`src/rtl/stopwatch_pkg.sv`:
```
// Shared constants for the stopwatch: button-FSM state codes, the internal
// timekeeping FSM encoding, and BCD digit limits.
package stopwatch_pkg;

    // Mode codes produced by the upstream button FSM
    localparam logic [2:0] ST_RESET = 3'b001;
    localparam logic [2:0] ST_COUNT = 3'b010;
    localparam logic [2:0] ST_PAUSE = 3'b011;
    localparam logic [2:0] ST_STOP  = 3'b100;

    // Timekeeping FSM
    typedef enum logic [1:0] {
        FSM_IDLE = 2'd0,
        FSM_RUN  = 2'd1,
        FSM_HOLD = 2'd2,
        FSM_DONE = 2'd3
    } fsm_t;

    localparam int unsigned DIGIT_W = 4;

    // Highest legal value per BCD digit position
    localparam logic [DIGIT_W-1:0] BCD_MAX_9 = 4'd9;
    localparam logic [DIGIT_W-1:0] BCD_MAX_5 = 4'd5;

endpackage

```
`src/rtl/stopwatch_core_if.sv`:
```
// Mode input and MM:SS.CC display/status outputs of the stopwatch core.
//   state      : 3-bit mode code from the button FSM
//   cs_*/sec_*/min_* : six BCD digits
//   running/done     : FSM status
//   tick_100hz/overflow : single-cycle event pulses
// master: controller/display side; slave: stopwatch_core.
interface stopwatch_core_if;
    import stopwatch_pkg::*;

    logic [2:0]         state;
    logic [DIGIT_W-1:0] cs_ones;
    logic [DIGIT_W-1:0] cs_tens;
    logic [DIGIT_W-1:0] sec_ones;
    logic [DIGIT_W-1:0] sec_tens;
    logic [DIGIT_W-1:0] min_ones;
    logic [DIGIT_W-1:0] min_tens;
    logic               running;
    logic               done;
    logic               tick_100hz;
    logic               overflow;

    modport master (
        output state,
        input  cs_ones, cs_tens, sec_ones, sec_tens, min_ones, min_tens,
        input  running, done, tick_100hz, overflow
    );

    modport slave (
        input  state,
        output cs_ones, cs_tens, sec_ones, sec_tens, min_ones, min_tens,
        output running, done, tick_100hz, overflow
    );

endinterface

```
`src/rtl/bcd_mod_counter.sv`:
```
// Single BCD digit counting 0..MAX; rolls over to 0 and raises carry.
//   clk, rst_n : clock, async active-low reset
//   clr        : synchronous clear (priority over en)
//   en         : advance by one on this edge
//   digit      : registered digit value
//   carry      : combinational, en && digit==MAX (enables the next stage)
module bcd_mod_counter
    import stopwatch_pkg::*;
#(
    parameter logic [DIGIT_W-1:0] MAX = BCD_MAX_9
) (
    input  logic               clk,
    input  logic               rst_n,
    input  logic               clr,
    input  logic               en,
    output logic [DIGIT_W-1:0] digit,
    output logic               carry
);

    always_ff @(posedge clk or negedge rst_n) begin
        if (!rst_n) begin
            digit <= '0;
        end else if (clr) begin
            digit <= '0;
        end else if (en) begin
            digit <= (digit == MAX) ? '0 : digit + DIGIT_W'(1);
        end
    end

    assign carry = en && (digit == MAX);

endmodule

```
`src/rtl/stopwatch_core.sv`:
```
// Stopwatch timekeeping: 100 Hz prescaler, IDLE/RUN/HOLD/DONE FSM and a
// six-digit BCD cascade holding MM:SS.CC.
//   clk, rst_n : clock, async active-low reset
//   bus        : slave side of stopwatch_core_if (mode in, digits/status out)
module stopwatch_core
    import stopwatch_pkg::*;
#(
    parameter int unsigned CLK_HZ   = 50_000_000,
    parameter int unsigned TICK_DIV = CLK_HZ / 100,
    parameter bit          SATURATE = 1'b0
) (
    input  logic              clk,
    input  logic              rst_n,
    stopwatch_core_if.slave   bus
);

    localparam int unsigned PW = $clog2(TICK_DIV);
    localparam logic [PW-1:0] PRESC_LAST = PW'(TICK_DIV - 1);
    localparam int unsigned NDIG = 6;

    fsm_t               r_fsm, w_fsm_nxt;
    logic [PW-1:0]      r_presc, w_presc_nxt;
    logic               r_running, r_done, r_tick, r_ovf;
    logic               w_clr, w_inc, w_all_max;
    logic [DIGIT_W-1:0] w_d [NDIG];
    logic [NDIG-1:0]    w_c;

    // Display already at 59:59.99
    assign w_all_max = (w_d[0] == BCD_MAX_9) && (w_d[1] == BCD_MAX_9) &&
                       (w_d[2] == BCD_MAX_9) && (w_d[3] == BCD_MAX_5) &&
                       (w_d[4] == BCD_MAX_9) && (w_d[5] == BCD_MAX_5);

    // Next state, prescaler and increment decision
    always_comb begin
        w_fsm_nxt   = r_fsm;
        w_presc_nxt = r_presc;
        w_clr       = 1'b0;
        w_inc       = 1'b0;

        case (bus.state)
            ST_RESET: begin
                w_fsm_nxt   = FSM_IDLE;
                w_presc_nxt = '0;
                w_clr       = 1'b1;
            end
            ST_COUNT: if (r_fsm != FSM_DONE) w_fsm_nxt = FSM_RUN;
            ST_PAUSE: if (r_fsm == FSM_RUN) w_fsm_nxt = FSM_HOLD;
            ST_STOP: begin
                w_fsm_nxt   = FSM_DONE;
                w_presc_nxt = '0;
            end
            default: ;
        endcase

        // Only edges that start and stay in RUN advance time; a mode change wins
        if (r_fsm == FSM_RUN && w_fsm_nxt == FSM_RUN) begin
            if (r_presc == PRESC_LAST) begin
                w_presc_nxt = '0;
                if (SATURATE && w_all_max) begin
                    w_fsm_nxt = FSM_DONE;
                end else begin
                    w_inc = 1'b1;
                end
            end else begin
                w_presc_nxt = r_presc + PW'(1);
            end
        end
    end

    // FSM, prescaler and status/pulse registers
    always_ff @(posedge clk or negedge rst_n) begin
        if (!rst_n) begin
            r_fsm     <= FSM_IDLE;
            r_presc   <= '0;
            r_running <= 1'b0;
            r_done    <= 1'b0;
            r_tick    <= 1'b0;
            r_ovf     <= 1'b0;
        end else begin
            r_fsm     <= w_fsm_nxt;
            r_presc   <= w_presc_nxt;
            r_running <= (w_fsm_nxt == FSM_RUN);
            r_done    <= (w_fsm_nxt == FSM_DONE);
            r_tick    <= w_inc;
            r_ovf     <= w_c[NDIG-1];
        end
    end

    // Digit cascade cs_ones -> min_tens; carries resolve within one edge
    bcd_mod_counter #(.MAX(BCD_MAX_9)) u_cs_ones (
        .clk(clk), .rst_n(rst_n), .clr(w_clr), .en(w_inc),
        .digit(w_d[0]), .carry(w_c[0]));
    bcd_mod_counter #(.MAX(BCD_MAX_9)) u_cs_tens (
        .clk(clk), .rst_n(rst_n), .clr(w_clr), .en(w_c[0]),
        .digit(w_d[1]), .carry(w_c[1]));
    bcd_mod_counter #(.MAX(BCD_MAX_9)) u_sec_ones (
        .clk(clk), .rst_n(rst_n), .clr(w_clr), .en(w_c[1]),
        .digit(w_d[2]), .carry(w_c[2]));
    bcd_mod_counter #(.MAX(BCD_MAX_5)) u_sec_tens (
        .clk(clk), .rst_n(rst_n), .clr(w_clr), .en(w_c[2]),
        .digit(w_d[3]), .carry(w_c[3]));
    bcd_mod_counter #(.MAX(BCD_MAX_9)) u_min_ones (
        .clk(clk), .rst_n(rst_n), .clr(w_clr), .en(w_c[3]),
        .digit(w_d[4]), .carry(w_c[4]));
    bcd_mod_counter #(.MAX(BCD_MAX_5)) u_min_tens (
        .clk(clk), .rst_n(rst_n), .clr(w_clr), .en(w_c[4]),
        .digit(w_d[5]), .carry(w_c[5]));

    assign bus.cs_ones    = w_d[0];
    assign bus.cs_tens    = w_d[1];
    assign bus.sec_ones   = w_d[2];
    assign bus.sec_tens   = w_d[3];
    assign bus.min_ones   = w_d[4];
    assign bus.min_tens   = w_d[5];
    assign bus.running    = r_running;
    assign bus.done       = r_done;
    assign bus.tick_100hz = r_tick;
    assign bus.overflow   = r_ovf;

endmodule

```
`src/flat_wrapper.sv`:
```
// flat-port wrapper written by rule: the top's interface ports become plain ports
module stopwatch_core_flat import stopwatch_pkg::*;
#(
    parameter int unsigned CLK_HZ   = 50_000_000,
    parameter int unsigned TICK_DIV = CLK_HZ / 100,
    parameter bit          SATURATE = 1'b0
)
  (clk, rst_n, bus_state, bus_cs_ones, bus_cs_tens, bus_sec_ones, bus_sec_tens, bus_min_ones, bus_min_tens, bus_running, bus_done, bus_tick_100hz, bus_overflow);
  stopwatch_core_if bus_i ();
  input  logic clk;
  input  logic rst_n;
  input wire logic [$bits(bus_i.state)-1:0] bus_state;
  output wire logic [$bits(bus_i.cs_ones)-1:0] bus_cs_ones;
  output wire logic [$bits(bus_i.cs_tens)-1:0] bus_cs_tens;
  output wire logic [$bits(bus_i.sec_ones)-1:0] bus_sec_ones;
  output wire logic [$bits(bus_i.sec_tens)-1:0] bus_sec_tens;
  output wire logic [$bits(bus_i.min_ones)-1:0] bus_min_ones;
  output wire logic [$bits(bus_i.min_tens)-1:0] bus_min_tens;
  output wire logic [$bits(bus_i.running)-1:0] bus_running;
  output wire logic [$bits(bus_i.done)-1:0] bus_done;
  output wire logic [$bits(bus_i.tick_100hz)-1:0] bus_tick_100hz;
  output wire logic [$bits(bus_i.overflow)-1:0] bus_overflow;
  assign bus_i.state = bus_state;
  assign bus_cs_ones = bus_i.cs_ones;
  assign bus_cs_tens = bus_i.cs_tens;
  assign bus_sec_ones = bus_i.sec_ones;
  assign bus_sec_tens = bus_i.sec_tens;
  assign bus_min_ones = bus_i.min_ones;
  assign bus_min_tens = bus_i.min_tens;
  assign bus_running = bus_i.running;
  assign bus_done = bus_i.done;
  assign bus_tick_100hz = bus_i.tick_100hz;
  assign bus_overflow = bus_i.overflow;
  stopwatch_core #(.CLK_HZ(CLK_HZ), .TICK_DIV(TICK_DIV), .SATURATE(SATURATE)) u_core (.clk(clk), .rst_n(rst_n), .bus(bus_i));
endmodule
```
`config.mk`:
```
export PLATFORM = sky130hd
export DESIGN_NAME = stopwatch_core_flat
export DESIGN_NICKNAME = d
export VERILOG_FILES = /design/src/rtl/stopwatch_pkg.sv /design/src/rtl/stopwatch_core_if.sv /design/src/rtl/bcd_mod_counter.sv /design/src/rtl/stopwatch_core.sv /design/src/flat_wrapper.sv
export SDC_FILE = /design/constraint.sdc
export NUM_CORES = 1
export LEC_CHECK = 0
export CORE_AREA = 5 5 103 105
export DETAILED_ROUTE_END_ITERATION = 16
export DIE_AREA = 0 0 108 110
export PLACE_DENSITY = 0.47
export SKIP_LAST_GASP = 1
export SLEW_MARGIN = 20
export SYNTH_ARGS = -nofsm -noshare
export SYNTH_HDL_FRONTEND = slang
export SYNTH_HIERARCHICAL = 1
export SYNTH_SLANG_ARGS = --single-unit
```
`constraint.sdc`:
```
create_clock -name clk -period 4.7 [get_ports clk]
set_input_delay 1.41 -clock clk [delete_from_list [all_inputs] [get_ports clk]]
set_output_delay 1.41 -clock clk [all_outputs]
set_load 0.01 [all_outputs]
```
==> metrics.cfg, run 1 <==
[run_status]
status=completed

[timing]
slew_headroom_pct=60.54
final.min_clock_period_ns=4.125
final_hold_viol_count=0
tns_ns=0
worstMarginPinSlew_ns=0.5913
grt_setup_unrepaired=false
skew_ns=0.01194
slew_violations=0
finalSetupViolCount=0
fin_ws_ns=0.5752
fmax_mhz=242.4
hold_ws_ns=0.5156
fin_crit_sh_pct=87.76

[clock_tree]
numCtsBuffers=5
ctsResizeCount=0
worstSkewPairLatency_ns=0.31
cts-root-buf=clkbuf_8
cts_setup_buffers=0
cts.sinks=49
h-tree-depth=2
clkTransAtPathRegs_ns=0.10
clockBufferDepth=2
cts_tree=built
ctsHoldBuffers=0

[grt]
use_met1_pct=15.09
grtUsageTotal_pct=11.06
antenna_found_initial=0
grt_pass1_vias=2149
grt_start_max_net_pins=31
use_met2_pct=17.50
top_usage_layer=met2
met3_usage_pct=2.563
grt_pass1_wl_um=10650
grt_overflow_total=0

[layout]
fill_cells=1001
mostFrequentLayoutCells=dfrtp_1, nand2_1, clkdlybuf4s50_1, a21oi_1, inv_1
nets=362
drive_gt1_share_pct=11.88
fin_cells=478
final_common_cell=dfrtp_1
antenna_cells=0
area_delta_synth_final_pct=22.89

[critical_path]
worstSetupStartpointType=input port
cp_max_fo=8
r2r_start=u_core/r_presc[9]
arrival_ns=4.37
setup.worst_path.start=bus_state[2]
r2r-end=u_core/u_min_tens/digit[3]
end_kind=flip-flop
r2r_slack_ns=1.22
endpoint=u_core/u_min_tens/digit[3]
crit_required_ns=4.94
rr_worst_depth=16
crit_type=input port to flip-flop

[placed_design]
gp_congestion=0.7653
pre_cts_slack_ns=0.2591
port_buffers=32
dp.cells=470
hpwl_um=4305

[synth]
synth_nets=320
synth_edf_count=0
synth_ff_type=dfrtp_1
syn_avg_cell_area_um2=9.247
yosysWarnings=6
yosysUniqueCellTypes=48
synth_cells=302
postSynth.asyncResetShare_pct=100.0
yosysSeqAreaShare_pct=43.91
ys_seq_elements=49
netlist_area_um2=2793

[pwr]
leakagePower_uw=0.001385
peakVddDrop_mv=0.1245
totalPowerFinal_uw=878.8
powerDensity_nw_per_um2=256.0

[die]
die_w_um=108
io-pin-count=33
core_um2=9549
die_h_um=110
die_area_um2=11880
rows=36
start_util_pct=29.25

[route]
vias=2367
viasPerCell=4.952
drc_errors=0
drtPass1Iterations=4
wl_per_cell_um=13.25
drt_iter0_markers=71
routed_wl_um=6332
postRouteAntennaNets=0

[worst_hold_path]
holdCritPathClass=flip-flop to flip-flop
min_path_cells=1

[flow_run]
maxCapViolCount=0

## Yosys cell counts (2+ instances only)
master | count | area, um2
o21ai_1 | 10 | 50.05
and4_1 | 2 | 17.52
nor3_1 | 6 | 30.03
nand4_1 | 9 | 56.30
a311oi_1 | 2 | 17.52
and3_1 | 3 | 18.77
a21oi_2 | 6 | 52.55
a21boi_0 | 4 | 30.03
a21oi_1 | 25 | 125.1
nand2_1 | 36 | 135.1
dfrtp_1 | 49 | 1226
nand2_2 | 4 | 25.02
buf_2 | 4 | 20.02
ha_1 | 13 | 162.7
and4b_2 | 4 | 45.04
or3_1 | 7 | 43.79
nand3_1 | 9 | 45.04
nor4_1 | 2 | 12.51
a31oi_1 | 7 | 43.79
nand2b_1 | 6 | 37.54
inv_1 | 19 | 71.32
nor2_1 | 12 | 45.04
a21o_1 | 7 | 52.55
and4_2 | 2 | 20.02
nand3b_1 | 18 | 135.1
o21ai_0 | 10 | 50.05
a211o_1 | 5 | 43.79
## power by group
| part | switching [uW] | leakage, uW | internal, uW |
|---|---|---|---|
| logic | 65.4 | 0.000654 | 38.8 |
| clock network | 152 | 0.0000574 | 173 |
| registers | 12.4 | 0.000673 | 436 |
| total | 230 | 0.00138 | 648 |
## per-layer routing
metal	part of all wire, %	vias to the layer above
met5	0	-
met4	1.2	0
met3	4.1	8
met2	44	44
met1	50	1128
li1	-	1187
## layout make-up
| class | count | area, um2 | share of cell area (%) |
|---|---|---|---|
| Inverter | 19 | 71.32 | 2.078 |
| Clock inverter | 2 | 37.54 | 1.094 |
| Timing Repair Buffer | 41 | 382.9 | 11.16 |
| Clock buffer | 6 | 82.58 | 2.406 |
| Sequential cell | 49 | 1226 | 35.73 |
| Multi-Input combinational cell | 228 | 1465 | 42.69 |
| Tap cell | 133 | 166.4 | 4.849 |
## sequential cells by signal (all words and copies together) (netlist names)
| name | cells |
|---|---|
| u_core/u_sec_tens/digit | 4 |
| u_core/u_sec_ones/digit | 4 |
| u_core/u_min_tens/digit | 4 |
| u_core/r_fsm | 2 |
| u_core/r_presc | 19 |
| u_core/u_min_ones/digit | 4 |
| u_core/bus.running | 1 |
| u_core/u_cs_ones/digit | 4 |
| u_core/bus.overflow | 1 |
| u_core/u_cs_tens/digit | 4 |
| u_core/bus.done | 1 |
| u_core/bus.tick_100hz | 1 |
## through the flow
stage | util, % | instance area (um2)
6_report | 35.94 | 3432
5_1_grt | 35.94 | 3432
4_1_cts | 35.94 | 3432
3_5_place_dp | 34.68 | 3312
3_3_place_gp | 34.68 | 3312
2_1_floorplan | - | 2795
## cells by family (layout without fill, tap and decap cells)
| kind of cell | after synthesis | in the layout | synth area share (%) |
|---|---|---|---|
| adders and majority gates | 13 | 13 | 5.825 |
| DFF | 49 | 49 | 43.91 |
| and+or+nand+nor | 129 | 129 | 26.52 |
| muxes | 1 | 1 | 0.3584 |
| AOI/OAI and AO/OA | 84 | 84 | 19.27 |
| xor gates and xnor gates | 1 | 1 | 0.3137 |
| buffers and inverters | 25 | 68 | 3.808 |
## how the worst min path moves through the flow
stage                         end  slack [ns]          startpoint
2_1_floorplan  u_core/r_presc[18]        0.46  u_core/r_presc[18]
3_3_place_gp   u_core/r_presc[17]        0.49  u_core/r_presc[17]
3_5_place_dp   u_core/r_presc[18]        0.49  u_core/r_presc[18]
4_1_cts        u_core/r_presc[17]        0.52  u_core/r_presc[17]
5_1_grt        u_core/r_presc[18]        0.54  u_core/r_presc[18]
6_report       u_core/r_presc[18]        0.52  u_core/r_presc[18]
## worst max-delay path, stage by stage
cell             delay, ns
clkdlybuf4s50_1       0.59
nand2b_1              0.22
nand4_1               0.16
nor2_2                0.15
inv_1                 0.08
nor2_1                0.15
inv_1                 0.09
nor2_1                0.13
inv_1                 0.08
nor2_1                0.15
and4_2                0.32
inv_1                 0.08
nor2_1                0.15
nand4_1               0.13
or3_1                 0.34
a21oi_2               0.13
No activity file was read; power rests on OpenSTA's default activity.
==> run 2, diff against run 1 <==
--- a/config.mk
+++ b/config.mk
@@ -5,12 +5,12 @@
 export SDC_FILE = /design/constraint.sdc
 export NUM_CORES = 1
 export LEC_CHECK = 0
-export CORE_AREA = 5 5 103 105
+export ABC_AREA = 1
+export CORE_AREA = 5 5 111 113
 export DETAILED_ROUTE_END_ITERATION = 16
-export DIE_AREA = 0 0 108 110
+export DIE_AREA = 0 0 116 118
 export PLACE_DENSITY = 0.47
 export SKIP_LAST_GASP = 1
-export SLEW_MARGIN = 20
 export SYNTH_ARGS = -nofsm -noshare
 export SYNTH_HDL_FRONTEND = slang
 export SYNTH_HIERARCHICAL = 1
==> run 2 against run 1 <==
Against the previous run: non-clock buffer count decreased by 7; largest power group unchanged; clock power increased by 12%; highest routed layer unchanged; setup slack got worse by 0.074 ns; critical path type unchanged; largest cell class unchanged; routed wire length increased by 17%; final area increased by 14%; via count increased by 27%; utilization decreased by 1.1 points.
==> metrics.cfg, run 2 <==
[critical_path]
r2r_slack_ns=1.58  ; +0.36 ns
arrival_ns=4.42  ; +0.05 ns
worst-path-stages=25  ; +9
crit_type=input port to flip-flop
r2r_start=u_core/r_presc[0]
crit_required_ns=4.92  ; -0.02 ns
cp.buffers_inverters=8  ; +3
r2r-end=u_core/u_min_tens/digit[2]
slowest_stage=clkdlybuf4s50_1
crit_family=simple AND/OR/NAND/NOR gates
cpMostUsedCell=nor2_1
max_stage_delay_ns=0.53  ; -0.06 ns
worstSetupStartpointType=input port
cp_max_fo=3  ; -5
rr_worst_depth=21  ; +5
end_kind=flip-flop

[timing]
slew_violations=0  ; unchanged
final.min_clock_period_ns=4.199  ; +0.07424 ns
final_hold_viol_count=0  ; unchanged
tns_ns=0  ; unchanged
fin_crit_sh_pct=89.34  ; +1.6 points
slew_headroom_pct=48.29  ; -12 points
finalSetupViolCount=0  ; unchanged
fmax_mhz=238.1  ; -1.8%
worstMarginPinSlew_ns=0.7756  ; +0.1843 ns
skew_ns=0.01140  ; -0.0005436 ns
fin_ws_ns=0.5009  ; -0.07424 ns
grt_setup_unrepaired=false

[synth]
yosysUniqueCellTypes=25  ; -48%
synth-simple-area-share_pct=42.22  ; +16 points
ys_seq_elements=49  ; unchanged
yosys-top-cells-count=nand2_1, inv_1, nor2_1, nand3_1, dfrtp_1
yosysWarnings=6  ; unchanged
synth_ff_type=dfrtp_1
yosysSeqAreaShare_pct=37.21  ; -6.7 points
synth-xor-area-share_pct=2.658  ; +2.3 points
synthMuxAreaShare_pct=0  ; -0.36 points
synth.most_common_cell=nand2_1
synth_top_family_by_area=simple AND/OR/NAND/NOR gates
synthTopCellsByArea=dfrtp_1, nand2_1, inv_1
synth.largest_area_cell=dfrtp_1
synth_fa_ha_area_share_pct=4.935  ; -0.89 points
synth_compound_area_share_pct=2.164  ; -17 points
netlist_area_um2=3296  ; +18%
synth_edf_count=0  ; unchanged
synth_cells=497  ; +65%
postSynth.asyncResetShare_pct=100.0  ; unchanged
synth_nets=515  ; +61%
syn_avg_cell_area_um2=6.631  ; -28%
synth_top_area_share_pct=37.21  ; -6.7 points

[layout]
fin_cells=677  ; +42%
antenna_cells=0  ; unchanged
largest_register_ffs=19  ; unchanged
area_delta_synth_final_pct=18.75
final_util_pct=34.87  ; -1.1 points
nets=551  ; +52%
final_common_cell=nand2_1
drive_gt1_share_pct=5.243  ; -6.6 points
stdcell_area_um2=3914  ; +14%
regMostFlops=u_core/r_presc
mostFrequentLayoutCells=nand2_1, inv_1, nor2_1, nand3_1, dfrtp_1

[placed_design]
dp.cells=669  ; +42%
pre_cts_slack_ns=0.1690  ; -0.09005 ns
gp_congestion=0.8109  ; +6.0%
post_dp_cell_area_um2=3771  ; +14%
hpwl_um=5560  ; +29%
port_buffers=32  ; unchanged

[clock_tree]
h-tree-depth=2  ; unchanged
clkTransAtPathRegs_ns=0.07  ; -0.03 ns
cts.sinks=49  ; unchanged
cts_setup_buffers=0  ; unchanged
cts-root-buf=clkbuf_16
clockBufferDepth=2  ; unchanged
worstSkewPairLatency_ns=0.29  ; -0.02 ns
ctsResizeCount=0  ; unchanged
ctsHoldBuffers=0  ; unchanged
numCtsBuffers=5  ; unchanged
cts_tree=built

[flow_run]
maxCapViolCount=0  ; unchanged

[die]
start_util_pct=29.36  ; +0.12 points
io-pin-count=33  ; unchanged
rows=39  ; +8.3%
die_w_um=116  ; +7.4%
die_area_um2=13690  ; +15%
die_h_um=118  ; +7.3%
core_um2=11220  ; +18%

[route]
routed_wl_um=7438  ; +17%
viasPerCell=4.451  ; -10%
vias=3013  ; +27%
wl_per_cell_um=10.99  ; -17%
drt_iter0_markers=165  ; +130%
postRouteAntennaNets=0  ; unchanged
drtPass1Iterations=4  ; unchanged
drc_errors=0  ; unchanged

[grt]
antenna_found_initial=0  ; unchanged
grt_start_max_net_pins=34  ; +9.7%
grt_overflow_total=0  ; unchanged
grt_pass1_wl_um=13250  ; +24%
grtUsageTotal_pct=11.48  ; +0.42 points
grt_pass1_vias=2844  ; +32%

[run_status]
status=completed

[worst_hold_path]
hold_start=u_core/r_presc[18]
min_path_cells=2  ; +1
whs_endpoint=u_core/r_presc[18]
holdCritPathClass=flip-flop to flip-flop

[pwr]
peakVddDrop_mv=0.1256  ; +0.83%
powerDensity_nw_per_um2=227.1  ; -11%
leakagePower_uw=0.002038  ; +47%

-- run 2: cell types whose count changed after synthesis, sizes merged, moves of 10 or more --
cell	before	now
a21oi	31	1
inv	19	85
nand2	40	192
nand3	9	56
nand3b	18	0
nor2	13	61
o21ai	21	2
xor2	0	10
-- run 2: per-stage QoR --
stage	total power (uW)	hold slack (ns)
finish	888.9	0.5350
detailed placement	535.1	0.5268
global placement	534.3	0.5163
floorplan	503.5	0.4912
CTS	911.6	0.5405
global route	936.9	0.5702
-- run 2: final cells by class --
type / count / area [um2]
well taps: 143 / 178.9
fillers: 1251 / 7310
inverters: 86 / 322.8
clock buffers: 6 / 128.9
repair buffers: 34 / 330.3
multi-input cells: 357 / 1713
flip-flops and latches: 49 / 1226
clock inverters: 2 / 13.76
-- run 2: worst max-delay path by stage --
stage,start,to
final,bus_state[2],u_core/u_min_tens/digit[2]
after global routing,bus_state[2],u_core/u_min_tens/digit[1]
after CTS,bus_state[2],u_core/u_min_tens/digit[2]
after detailed placement,bus_state[2],u_core/u_min_tens/digit[2]
after global placement,bus_state[2],u_core/u_min_tens/digit[2]
after floorplan,bus_state[1],u_core/u_min_tens/digit[2]
-- run 2: cells by family (layout without fill, tap and decap cells) --
kind of cell               count (synthesis)  count (layout)
and+or+nand+nor                          325             325
buffers and inverters                     91             128
DFF                                       49              49
adders and majority gates                 13              13
xor gates and xnor gates                  10              10
AOI/OAI and AO/OA                          9               9
-- run 2: worst register-to-register path, cell delays in order (launching register included) --
cell,delay [ns]
dfrtp_1,0.44
ha_1,0.35
nand2_1,0.13
nor2_1,0.18
nand4_1,0.12
nor2_1,0.21
inv_1,0.10
nor2_1,0.15
inv_1,0.08
nor2_1,0.14
inv_1,0.08
nor2_1,0.17
inv_1,0.09
nor2_1,0.14
inv_1,0.08
nor2_1,0.15
inv_1,0.09
nand2_1,0.10
nand2_1,0.06
nand2_1,0.06
nand2_1,0.05
nor2_1,0.08
-- run 2: routing by layer --
layer  track usage [%]  routed length [um]
met1             15.71                3618
met2             18.78                3504
met3             1.851                 239
met4             2.756                  76
met5                 0                   0
-- run 2: where the power goes --
group / switching [uW] / internal (uW) / leakage [uW]
Combinational: 58.7 / 27.0 / 0.00129
Clock: 165 / 199 / 0.0000712
Sequential: 8.13 / 431 / 0.000679
==> run 3, diff against run 2 <==
--- a/config.mk
+++ b/config.mk
@@ -6,10 +6,13 @@
 export NUM_CORES = 1
 export LEC_CHECK = 0
 export ABC_AREA = 1
+export CELL_PAD_IN_SITES_DETAIL_PLACEMENT = 2
+export CELL_PAD_IN_SITES_GLOBAL_PLACEMENT = 2
 export CORE_AREA = 5 5 111 113
 export DETAILED_ROUTE_END_ITERATION = 16
 export DIE_AREA = 0 0 116 118
-export PLACE_DENSITY = 0.47
+export PLACE_DENSITY = 0.76
+export RECOVER_POWER = 25
 export SKIP_LAST_GASP = 1
 export SYNTH_ARGS = -nofsm -noshare
 export SYNTH_HDL_FRONTEND = slang
==> run 3 against run 2 <==
Against the previous run: the flow now finishes with violations (max-capacitance violations, max-slew violations); critical path depth shrank 2; sequential power is essentially flat; register-to-register slack lost 0.16 ns; utilization grew 0.45 points; first-iteration DRC count shrank 37%; worst hold slack gained 0.0062 ns; flip-flop and latch count is the same; maximum frequency shrank 1.1%; setup slack lost 0.048 ns; via count grew 6.4%; final area grew 1.3%; highest routed layer unchanged.
==> metrics.cfg, run 3 (synthesized netlist as in run 2, its figures left out) <==
[clock_tree]
worstSkewPairLatency_ns=0.30  ; about the same
cts_setup_buffers=0  ; unchanged
ctsResizeCount=0  ; unchanged
h-tree-depth=2  ; unchanged
ctsHoldBuffers=0  ; unchanged
clkTransAtPathRegs_ns=0.07  ; about the same
cts_tree=built
cts.sinks=49  ; unchanged
numCtsBuffers=5  ; unchanged
cts-root-buf=clkbuf_16
clockBufferDepth=2  ; unchanged

[route]
routed_wl_um=10030  ; +35%
wl_per_cell_um=14.82  ; +35%
drt_iter0_markers=104  ; -37%
viasPerCell=4.737  ; +6.4%
postRouteAntennaNets=0  ; unchanged
vias=3207  ; +6.4%
drtPass1Iterations=4  ; unchanged
drc_errors=0  ; unchanged

[grt]
grt_overflow_total=0  ; unchanged
use_met2_pct=29.14  ; +10 points
use_met1_pct=18.13  ; +2.4 points
grtUsageTotal_pct=15.81  ; +4.3 points
met3_usage_pct=3.445  ; +1.6 points
grt_start_max_net_pins=39  ; +15%
top_usage_layer=met2
antenna_found_initial=0  ; unchanged
grt_pass1_vias=3532  ; +24%
grt_pass1_wl_um=17260  ; +30%

[timing]
final.min_clock_period_ns=4.247  ; +0.04772 ns
fin_crit_sh_pct=90.36  ; +1.0 points
skew_ns=0.009986  ; -0.001410 ns
slew_headroom_pct=-48.06  ; -96 points
final_hold_viol_count=0  ; unchanged
finalSetupViolCount=0  ; unchanged
worstMarginPinSlew_ns=2.221  ; +1.445 ns
fmax_mhz=235.5  ; -1.1%
slew_violations=39  ; +39
grt_setup_unrepaired=false
tns_ns=0  ; unchanged

[critical_path]
slowest_stage=clkdlybuf4s50_1
end_kind=flip-flop
crit_type=input port to flip-flop
worstSetupStartpointType=input port
cp_max_fo=4  ; +1
arrival_ns=4.45  ; +0.03 ns
max_stage_delay_ns=0.48  ; -0.05 ns
crit_required_ns=4.90  ; -0.02 ns
r2r_slack_ns=1.42  ; -0.16 ns
path_cells=clkdlybuf4s50_1 -> inv_2 -> nand3_2 -> nand3_2 -> nor2_1 -> nor2_2 -> nand3_1 -> nor2_1 -> inv_1 -> nor2_1 -> inv_1 -> nor2_1 -> inv_1 -> nor2_1 -> inv_1 -> nor2_1 -> inv_1 -> nor2_1 -> inv_1 -> nand2_1 -> inv_1 -> nand2_1 -> nand2_1

[die]
die_h_um=118  ; unchanged
rows=39  ; unchanged
die_w_um=116  ; unchanged
core_um2=11220  ; unchanged
die_area_um2=13690  ; unchanged
io-pin-count=33  ; unchanged
start_util_pct=29.36  ; unchanged

[flow_run]
maxCapViolCount=1  ; +1

[layout]
largest_register_ffs=19  ; unchanged
drive_gt1_share_pct=5.243  ; unchanged
seqCellArea_um2=1226  ; unchanged
multiInputGateArea_um2=1713  ; unchanged
nets=551  ; unchanged
antenna_cells=0  ; unchanged
fill_cells=1378  ; +10%
regMostFlops=u_core/r_presc
area_delta_synth_final_pct=20.27
final_util_pct=35.32  ; +0.45 points
mostFrequentLayoutCells=nand2_1, inv_1, nor2_1, nand3_1, dfrtp_1
final_common_cell=nand2_1

[run_status]
status=finished, violations left
violations=max-capacitance violations, max-slew violations

[placed_design]
gp_congestion=0.7734  ; -4.6%
port_buffers=32  ; unchanged
hpwl_um=7566  ; +36%

[pwr]
leakagePower_uw=0.002059  ; +1.0%
powerDensity_nw_per_um2=255.8  ; +13%
peakVddDrop_mv=0.1333  ; +6.2%

[worst_hold_path]
holdCritPathClass=flip-flop to flip-flop

run 3: cell types whose count changed in the layout (fill, tap and decap cells not counted), sizes merged:
| cell | previous run | this run |
|---|---|---|
| clkinv | 2 | 1 |
| buf | 3 | 2 |
| bufinv | 0 | 2 |
run 3: critical path, delay by kind of cell:
kind                   cells  cell delay [ns]
AND/OR/NAND/NOR           14             1.83
buffers and inverters      9             1.21
run 3: area by class of cell:
cell class | count | share of cell area, %
Clock buffer | 5 | 3.157
Multi-Input combinational cell | 357 | 43.21
Sequential cell | 49 | 30.93
Clock inverter | 3 | 1.736
Tap cell | 143 | 4.514
Inverter | 86 | 8.144
Timing Repair Buffer | 34 | 8.302
run 3: worst paths after layout:
path,from,to,cells after the start
worst min-delay path,u_core/r_presc[18],u_core/r_presc[18],2
min in group asynchronous,rst_n,u_core/u_cs_ones/digit[0],1
worst min register to register,u_core/r_presc[18],u_core/r_presc[18],2
max in group asynchronous,rst_n,u_core/r_presc[1],1
worst max-delay path,bus_state[1],u_core/u_min_tens/digit[0],23
worst max register to register,u_core/r_presc[0],u_core/u_min_tens/digit[0],20
run 3: where the power goes:
group          internal [uW]  leakage (uW)  switching (uW)  total, uW
registers                431      0.000679            9.04        440
logic                   26.9       0.00129            62.2       89.2
clock network            307     0.0000944             177        485
run 3: routing by layer:
| layer | vias to the layer above | share of wire, % |
|---|---|---|
| met5 | - | 0 |
| met4 | 0 | 1.5 |
| met3 | 9 | 2.7 |
| met2 | 35 | 53 |
| met1 | 1584 | 43 |
| li1 | 1579 | - |
run 3: through the flow:
stage	setup slack (ns)	hold WS (ns)	instances	cell area [um2]	total power, uW
floorplan	0.9982	0.4912	497	3296	503.5
global placement	0.3883	0.5061	669	3771	536.8
detailed placement	0.1515	0.5302	669	3771	539.9
CTS	0.4232	0.5482	677	3965	1038
global route	0.01900	0.5653	677	3964	1062
finish	0.4532	0.5412	677	3964	1014
